## src/rtl/slot_pkg.sv

```systemverilog
// Shared types and default parameter values for the slot machine controller.
package slot_pkg;

  // Game controller states.
  typedef enum logic [2:0] {
    IDLE     = 3'd0,
    SPIN     = 3'd1,
    STOPPING = 3'd2,
    EVAL     = 3'd3,
    WIN      = 3'd4,
    LOSE     = 3'd5
  } state_e;

  localparam int DEF_NUM_REELS    = 3;
  localparam int DEF_NUM_SYMBOLS  = 8;
  localparam int DEF_SYM_W        = 3;
  localparam int DEF_SPIN_CYCLES  = 1 << 26;
  localparam int DEF_STOP_GAP     = 1 << 24;
  localparam int DEF_CREDIT_W     = 8;
  localparam int DEF_INIT_CREDITS = 10;
  localparam int DEF_PAYOUT       = 5;

endpackage

```

## src/rtl/slot_reel.sv

```systemverilog
// One reel: a mod-NUM_SYMBOLS symbol counter that advances while the game is
// spinning and freezes once told to stop. The stopping edge still advances.
module slot_reel
  import slot_pkg::*;
#(
  parameter int NUM_SYMBOLS = DEF_NUM_SYMBOLS,
  parameter int SYM_W       = DEF_SYM_W
) (
  input  logic             clk,
  input  logic             reset,
  input  logic             clear_stop,
  input  logic             advance,
  input  logic             stop,
  output logic [SYM_W-1:0] sym,
  output logic             stopped
);

  localparam logic [SYM_W-1:0] SYM_LAST = SYM_W'(NUM_SYMBOLS - 1);

  logic [SYM_W-1:0] sym_q, sym_d;
  logic             stopped_q, stopped_d;

  // Next symbol / stop flag: a new spin releases the reel, otherwise an
  // unstopped reel steps and may latch its stop on the same edge.
  always_comb begin
    sym_d     = sym_q;
    stopped_d = stopped_q;
    if (clear_stop) begin
      stopped_d = 1'b0;
    end else if (advance && !stopped_q) begin
      sym_d = (sym_q == SYM_LAST) ? '0 : sym_q + SYM_W'(1);
      if (stop) begin
        stopped_d = 1'b1;
      end
    end
  end

  // Reel registers; symbols survive idle periods and only reset clears them.
  always_ff @(posedge clk) begin
    if (reset) begin
      sym_q     <= '0;
      stopped_q <= 1'b0;
    end else begin
      sym_q     <= sym_d;
      stopped_q <= stopped_d;
    end
  end

  assign sym     = sym_q;
  assign stopped = stopped_q;

endmodule

```

## src/rtl/slot_game_ctrl.sv

```systemverilog
// Slot machine game controller: takes a credit per spin, stops the reels one
// after another on fixed timing, then pays out when all reels show the same
// symbol. Results are held until acknowledged with clear.
module slot_game_ctrl
  import slot_pkg::*;
#(
  parameter int NUM_REELS    = DEF_NUM_REELS,
  parameter int NUM_SYMBOLS  = DEF_NUM_SYMBOLS,
  parameter int SYM_W        = DEF_SYM_W,
  parameter int SPIN_CYCLES  = DEF_SPIN_CYCLES,
  parameter int STOP_GAP     = DEF_STOP_GAP,
  parameter int CREDIT_W     = DEF_CREDIT_W,
  parameter int INIT_CREDITS = DEF_INIT_CREDITS,
  parameter int PAYOUT       = DEF_PAYOUT
) (
  input  logic                       clk,
  input  logic                       reset,
  input  logic                       start,
  input  logic                       clear,
  output logic [NUM_REELS*SYM_W-1:0] reel_sym,
  output logic [NUM_REELS-1:0]       reel_stopped,
  output logic                       win,
  output logic                       lose,
  output logic                       busy,
  output logic [CREDIT_W-1:0]        credits,
  output logic                       no_credit
);

  // A terminal count of 1 still needs a 1-bit counter.
  localparam int SPIN_CW = (SPIN_CYCLES > 1) ? $clog2(SPIN_CYCLES) : 1;
  localparam int GAP_CW  = (STOP_GAP > 1) ? $clog2(STOP_GAP) : 1;
  localparam int IDX_W   = $clog2(NUM_REELS);

  localparam logic [SPIN_CW-1:0]  SPIN_LAST  = SPIN_CW'(SPIN_CYCLES - 1);
  localparam logic [GAP_CW-1:0]   GAP_LAST   = GAP_CW'(STOP_GAP - 1);
  localparam logic [IDX_W-1:0]    LAST_REEL  = IDX_W'(NUM_REELS - 1);
  localparam logic [CREDIT_W-1:0] CREDIT_MAX = '1;
  localparam logic [CREDIT_W-1:0] CREDIT_INI = CREDIT_W'(INIT_CREDITS);

  // Credit payout that clamps at the largest representable balance.
  function automatic logic [CREDIT_W-1:0] sat_add(input logic [CREDIT_W-1:0] a);
    logic [32:0] sum;
    sum = 33'(a) + 33'(PAYOUT);
    if (sum > 33'(CREDIT_MAX)) begin
      return CREDIT_MAX;
    end
    return sum[CREDIT_W-1:0];
  endfunction

  state_e               state_q, state_d;
  logic [CREDIT_W-1:0]  credits_q, credits_d;
  logic [SPIN_CW-1:0]   spin_cnt_q, spin_cnt_d;
  logic [GAP_CW-1:0]    gap_cnt_q, gap_cnt_d;
  logic [IDX_W-1:0]     reel_idx_q, reel_idx_d;
  logic                 win_q, win_d;
  logic                 lose_q, lose_d;
  logic                 busy_q, busy_d;

  logic                 clear_stop;
  logic                 advance;
  logic [NUM_REELS-1:0] stop_vec;
  logic                 all_equal;

  logic [SYM_W-1:0]     sym_w [NUM_REELS];
  logic [NUM_REELS-1:0] stopped_w;

  for (genvar g = 0; g < NUM_REELS; g++) begin : g_reel
    slot_reel #(
      .NUM_SYMBOLS (NUM_SYMBOLS),
      .SYM_W       (SYM_W)
    ) u_reel (
      .clk        (clk),
      .reset      (reset),
      .clear_stop (clear_stop),
      .advance    (advance),
      .stop       (stop_vec[g]),
      .sym        (sym_w[g]),
      .stopped    (stopped_w[g])
    );
  end

  // Pack per-reel symbols onto the output bus and detect a full match.
  always_comb begin
    reel_sym  = '0;
    all_equal = 1'b1;
    for (int i = 0; i < NUM_REELS; i++) begin
      reel_sym[i*SYM_W +: SYM_W] = sym_w[i];
      if (sym_w[i] != sym_w[0]) begin
        all_equal = 1'b0;
      end
    end
  end

  // Next-state, counters, credits and reel controls.
  always_comb begin
    state_d    = state_q;
    credits_d  = credits_q;
    spin_cnt_d = spin_cnt_q;
    gap_cnt_d  = gap_cnt_q;
    reel_idx_d = reel_idx_q;
    clear_stop = 1'b0;
    advance    = 1'b0;
    stop_vec   = '0;

    case (state_q)
      IDLE: begin
        if (start && (credits_q != '0)) begin
          state_d    = SPIN;
          credits_d  = credits_q - CREDIT_W'(1);
          clear_stop = 1'b1;
          spin_cnt_d = '0;
        end
      end
      SPIN: begin
        advance = 1'b1;
        if (spin_cnt_q == SPIN_LAST) begin
          stop_vec[0] = 1'b1;
          state_d     = STOPPING;
          spin_cnt_d  = '0;
          gap_cnt_d   = '0;
          reel_idx_d  = IDX_W'(1);
        end else begin
          spin_cnt_d = spin_cnt_q + SPIN_CW'(1);
        end
      end
      STOPPING: begin
        advance = 1'b1;
        if (gap_cnt_q == GAP_LAST) begin
          stop_vec[reel_idx_q] = 1'b1;
          gap_cnt_d            = '0;
          if (reel_idx_q == LAST_REEL) begin
            state_d    = EVAL;
            reel_idx_d = '0;
          end else begin
            reel_idx_d = reel_idx_q + IDX_W'(1);
          end
        end else begin
          gap_cnt_d = gap_cnt_q + GAP_CW'(1);
        end
      end
      EVAL: begin
        if (all_equal) begin
          state_d   = WIN;
          credits_d = sat_add(credits_q);
        end else begin
          state_d = LOSE;
        end
      end
      WIN, LOSE: begin
        if (clear) begin
          state_d = IDLE;
        end
      end
      default: begin
        state_d = IDLE;
      end
    endcase

    win_d  = (state_d == WIN);
    lose_d = (state_d == LOSE);
    busy_d = (state_d == SPIN) || (state_d == STOPPING) || (state_d == EVAL);
  end

  // Controller registers; reset returns to a fresh game with full credits.
  always_ff @(posedge clk) begin
    if (reset) begin
      state_q    <= IDLE;
      credits_q  <= CREDIT_INI;
      spin_cnt_q <= '0;
      gap_cnt_q  <= '0;
      reel_idx_q <= '0;
      win_q      <= 1'b0;
      lose_q     <= 1'b0;
      busy_q     <= 1'b0;
    end else begin
      state_q    <= state_d;
      credits_q  <= credits_d;
      spin_cnt_q <= spin_cnt_d;
      gap_cnt_q  <= gap_cnt_d;
      reel_idx_q <= reel_idx_d;
      win_q      <= win_d;
      lose_q     <= lose_d;
      busy_q     <= busy_d;
    end
  end

  assign reel_stopped = stopped_w;
  assign win          = win_q;
  assign lose         = lose_q;
  assign busy         = busy_q;
  assign credits      = credits_q;
  assign no_credit    = (credits_q == '0);

endmodule

```

## config.mk

```make
export PLATFORM = sky130hd
export DESIGN_NAME = slot_game_ctrl
export DESIGN_NICKNAME = d
export VERILOG_FILES = /design/src/rtl/slot_pkg.sv /design/src/rtl/slot_reel.sv /design/src/rtl/slot_game_ctrl.sv
export SDC_FILE = /design/constraint.sdc
export NUM_CORES = 1
export LEC_CHECK = 0
export ABC_AREA = 0
export CORE_ASPECT_RATIO = 1.75
export CORE_UTILIZATION = 53
export CTS_BUF_LIST = sky130_fd_sc_hd__clkbuf_8
export CTS_CLUSTER_DIAMETER = 80
export DETAILED_ROUTE_END_ITERATION = 12
export PLACE_DENSITY = 0.73
export SLEW_MARGIN = 30
export SYNTH_ARGS = -nofsm -noshare
export SYNTH_HDL_FRONTEND = slang
export SYNTH_SLANG_ARGS = --single-unit
```

## constraint.sdc

```tcl
create_clock -name clk -period 5.9 [get_ports clk]
set_input_delay 1.18 -clock clk [delete_from_list [all_inputs] [get_ports clk]]
set_output_delay 1.18 -clock clk [all_outputs]
set_load 0.01 [all_outputs]
```

==> results.txt <==
The endpoint identified for the worst register-to-register timing path is gap_cnt_q[23]$_SDFFE_PP0P_. The via count of the first global-routing pass came to 3578. The first-pass iteration count of the detailed router came out at 5. The number of slew-limit violations in the final report is 0. After synthesis the cells add up to 4280 sq um.

For this configuration, the core starts out at a cell density of 0.545. The setup-violating endpoint count in the final report is 0. The met3 wire length is 252 um. The power consumption came out at 1.09 mW. The area used by multi-input combinational logic is 2540 sq um. The final cell count without fillers is between 600 and 700. The maximum number of pins on one net before global-route repair is 37. The normalized max-slew margin came out at 0.445. The count of antenna diodes in the layout is 0. The largest total area in the synthesized netlist belongs to sky130_fd_sc_hd__dfxtp_1.

The number of vias per cell is 6.27. The capturing instance or port of the critical path is no_credit. The final-layout worst hold slack is 0.497 ns. The share of synthesized area in the top cell type comes to 0.365.

The floorplan step defined a die boundary enclosing 8450 sq um. The count of fill cells added during filler insertion is about 760. The library cell used most frequently in the layout, excluding fill and tap cells, is sky130_fd_sc_hd__dfxtp_1.

The number of rows in the core area is between 40 and 50. The data arrival time at the worst-slack endpoint came out at 2.15 ns. After legalization and detailed placement, the total HPWL measured 6570 um. For this design the static power due to leakage is approximately 1.8 nW. In the finished design, the share of the clock period the worst path needs comes to 0.564. The startpoint of the worst setup timing path is credits[0]$_SDFFE_PP0P_. In the final design database the tool counted 541 nets. The setup path with the least slack is of type reg -> out. The count of buffers inserted at the top-level ports came out at 27.

The number of antenna violations at the first check in global routing was 0. The highest metal layer carrying signal wires in the routed design is met4. The setup total negative slack came out at 0 ns.

The cts-stage hold buffer count came out at 0. For this run, design rule violations remaining after detail routing come to 0. The first global-routing pass estimated about 16000 um of wire. In the layout the commonest cells are sky130_fd_sc_hd__dfxtp_1 (78), sky130_fd_sc_hd__nand2_1 (49), sky130_fd_sc_hd__nor2_1 (41).

The die is 121 um tall. The post-route met1 wirelength came out at 4070 um. The cell count after synthesis is just over 500. Once placement completed, the tool counted placed cells totaling around 610. The final setup skew is 0.0121 ns. Summing all flip-flop and latch instances after layout gives 1560 sq um.

After routing the design area is 4770 sq um. The number of flops mapped to enable cells by yosys came out at 0. The fraction of registers with async set or reset after synthesis is 0. The final number of hold-violating endpoints came out at 0. The measured slew at the worst slew-check pin is 0.830 ns.

The synthesis-stage register bit count came out at 78. Sorting the synthesized cells by area gives the leading types as sky130_fd_sc_hd__dfxtp_1 (36%), sky130_fd_sc_hd__a21oi_1 (4.4%), sky130_fd_sc_hd__nand2_1 (4.3%), sky130_fd_sc_hd__nand3_1 (3.9%), sky130_fd_sc_hd__nor2_1 (3.6%). The flow ran to the end, and the final reports show no timing, DRC or antenna violations. The startpoint identified for the worst register-to-register timing path is gap_cnt_q[0]$_SDFFE_PP0P_. In this run the horizontal extent of the chip is 69.9 um. The post-detailed-placement cell area came out at 4550 sq um. The fraction of final layout cells sized beyond drive strength 1 is 0.0752. The tree is rooted in a sky130_fd_sc_hd__clkbuf_8.

The clock latency on the worst-skew pair came out at 0.37 ns. The post-CTS resize count came out at 0. The global placer's final weighted congestion is 0.890. Setup repair after global routing left no endpoint under its margin.

The highest fanout seen on the critical path is 8. The nature of the critical path startpoint is a register. The total global-route track usage is 0.235. The worst vdd rail ir drop came out at 0.125 mV. The netlist uses 63 different library cells. The synthesis-to-finish area growth is 11.6%.

The total congestion overflow is 0. The detailed router's first-iteration violation count is 222. The count of nets left with antenna violations once routing finished came out at 0.

The required time reported for the critical path endpoint came out at roughly 4.7 ns. The average cell area after synthesis came out at 8.37 sq um. Power spread over the standard cell area amounts to 228 nW/um^2. The maximum level of the CTS H-tree came out at 3. In this run the deepest clock path goes through 2 buffers. For the worst flop-to-flop path, the logic depth is 6. In the final routed layout, each cell accounts on average for 15.4 um. Summed over all layers, the routed wires come to 9560 um.

The CTS buffer count came out at 9. The flop-to-flop setup slack is 3.41 ns. The dominant synthesized flop cell is sky130_fd_sc_hd__dfxtp_1. The top-level I/O count came out at 28. The total setup buffers inserted after CTS came out at 0. The clock input transition at the sequential cells of the worst setup and hold paths is 0.08 ns.

The worst setup path is captured at an output port. The maximum achievable frequency came out at 300 MHz. The number of sinks driven by the clock tree is 78. The max-cap violation count came out at 0.

The via count came out at around 3900. During synthesis, Yosys emitted a total of 0 warnings. The core area is 7860 sq um. The routed design uses 4990 um of met2 wire. The CTS tree is yes. The total nets after synthesis is 525. The share of synthesized area occupied by flip-flops and latches came out at 0.365. In this run the worst hold path is classified as reg -> reg. The shortest clock period the worst path allows after layout is 3.33 ns.
## synth_stat cells, drive strengths merged (3+ instances only)
master / number
clkbuf: 11
nand4b: 3
a211o: 12
a21oi: 38
mux2i: 6
buf: 14
ha: 10
xnor2: 4
dfxtp: 78
or3b: 4
a21boi: 4
a22o: 14
nor2: 41
and2: 6
nand3: 33
a22oi: 4
a21o: 7
xor2: 3
nor4: 11
nor3: 18
nand4: 19
or3: 6
o21a: 3
nor3b: 5
nand2: 49
o21ai: 29
o211ai: 6
a211oi: 5
a31oi: 19
and3: 16
or4: 4
inv: 10
## registers in the layout, indices dropped and copies added, names as in the netlist
signal / cells
g_reel.u_reel.stopped: 3
state_q: 3
credits: 8
reel_idx_q: 2
win: 1
gap_cnt_q: 24
busy: 1
spin_cnt_q: 26
g_reel.u_reel.sym: 9
lose: 1
## critical path, stage by stage (launching register included)
cell                              delay, ns
sky130_fd_sc_hd__dfxtp_1               0.38
sky130_fd_sc_hd__inv_1                 0.10
sky130_fd_sc_hd__ha_1                  0.18
sky130_fd_sc_hd__nor3b_2               0.33
sky130_fd_sc_hd__and3_1                0.25
sky130_fd_sc_hd__clkdlybuf4s50_1       0.54
## through the flow
step / utilization / worst slack, ns
floorplan: - / 3.32
global placement: 0.579 / 2.52
detailed placement: 0.579 / 2.48
CTS: 0.608 / 2.56
global route: 0.608 / 2.44
finish: 0.608 / 2.57
## worst min path at each step
stage | end | startpoint | depth (start not counted)
after floorplan | spin_cnt_q[25]$_SDFFE_PP0P_ | spin_cnt_q[25]$_SDFFE_PP0P_ | 1
after global placement | spin_cnt_q[21]$_SDFFE_PP0P_ | spin_cnt_q[21]$_SDFFE_PP0P_ | 1
after global routing | spin_cnt_q[25]$_SDFFE_PP0P_ | spin_cnt_q[25]$_SDFFE_PP0P_ | 1
after detailed placement | spin_cnt_q[25]$_SDFFE_PP0P_ | spin_cnt_q[25]$_SDFFE_PP0P_ | 1
final | spin_cnt_q[25]$_SDFFE_PP0P_ | spin_cnt_q[25]$_SDFFE_PP0P_ | 1
after CTS | spin_cnt_q[25]$_SDFFE_PP0P_ | spin_cnt_q[25]$_SDFFE_PP0P_ | 1
## report_power, final
part / total [mW] / internal (mW) / switching (mW)
Clock: 0.453 / 0.249 / 0.204
Combinational: 0.0917 / 0.0381 / 0.0536
Sequential: 0.547 / 0.534 / 0.0127
Total: 1.09 / 0.821 / 0.270
## layout make-up
type,count,share of cell area
well taps,90,0.0236
clock inverters,6,0.0181
multi-input cells,397,0.532
repair buffers,30,0.0613
flip-flops and latches,78,0.327
inverters,11,0.00865
clock buffers,10,0.0288
## metal layers
metal / track usage / up-vias
li1: - / 1963
met1: 0.254 / 1847
met2: 0.427 / 70
met3: 0.0390 / 19
met4: 0.128 / 0
met5: 0 / -
## kinds of logic (layout without fill, tap and decap cells)
group / Yosys count / in the layout / share of synthesized area
xor+xnor: 7 / 7 / 0.0143
compound gates: 152 / 152 / 0.241
flops: 78 / 78 / 0.365
mux: 6 / 6 / 0.0140
buf+inv: 36 / 57 / 0.0409
fa+ha+maj: 10 / 10 / 0.0292
simple gates: 222 / 222 / 0.295
No activity file was read; power rests on OpenSTA's default activity.
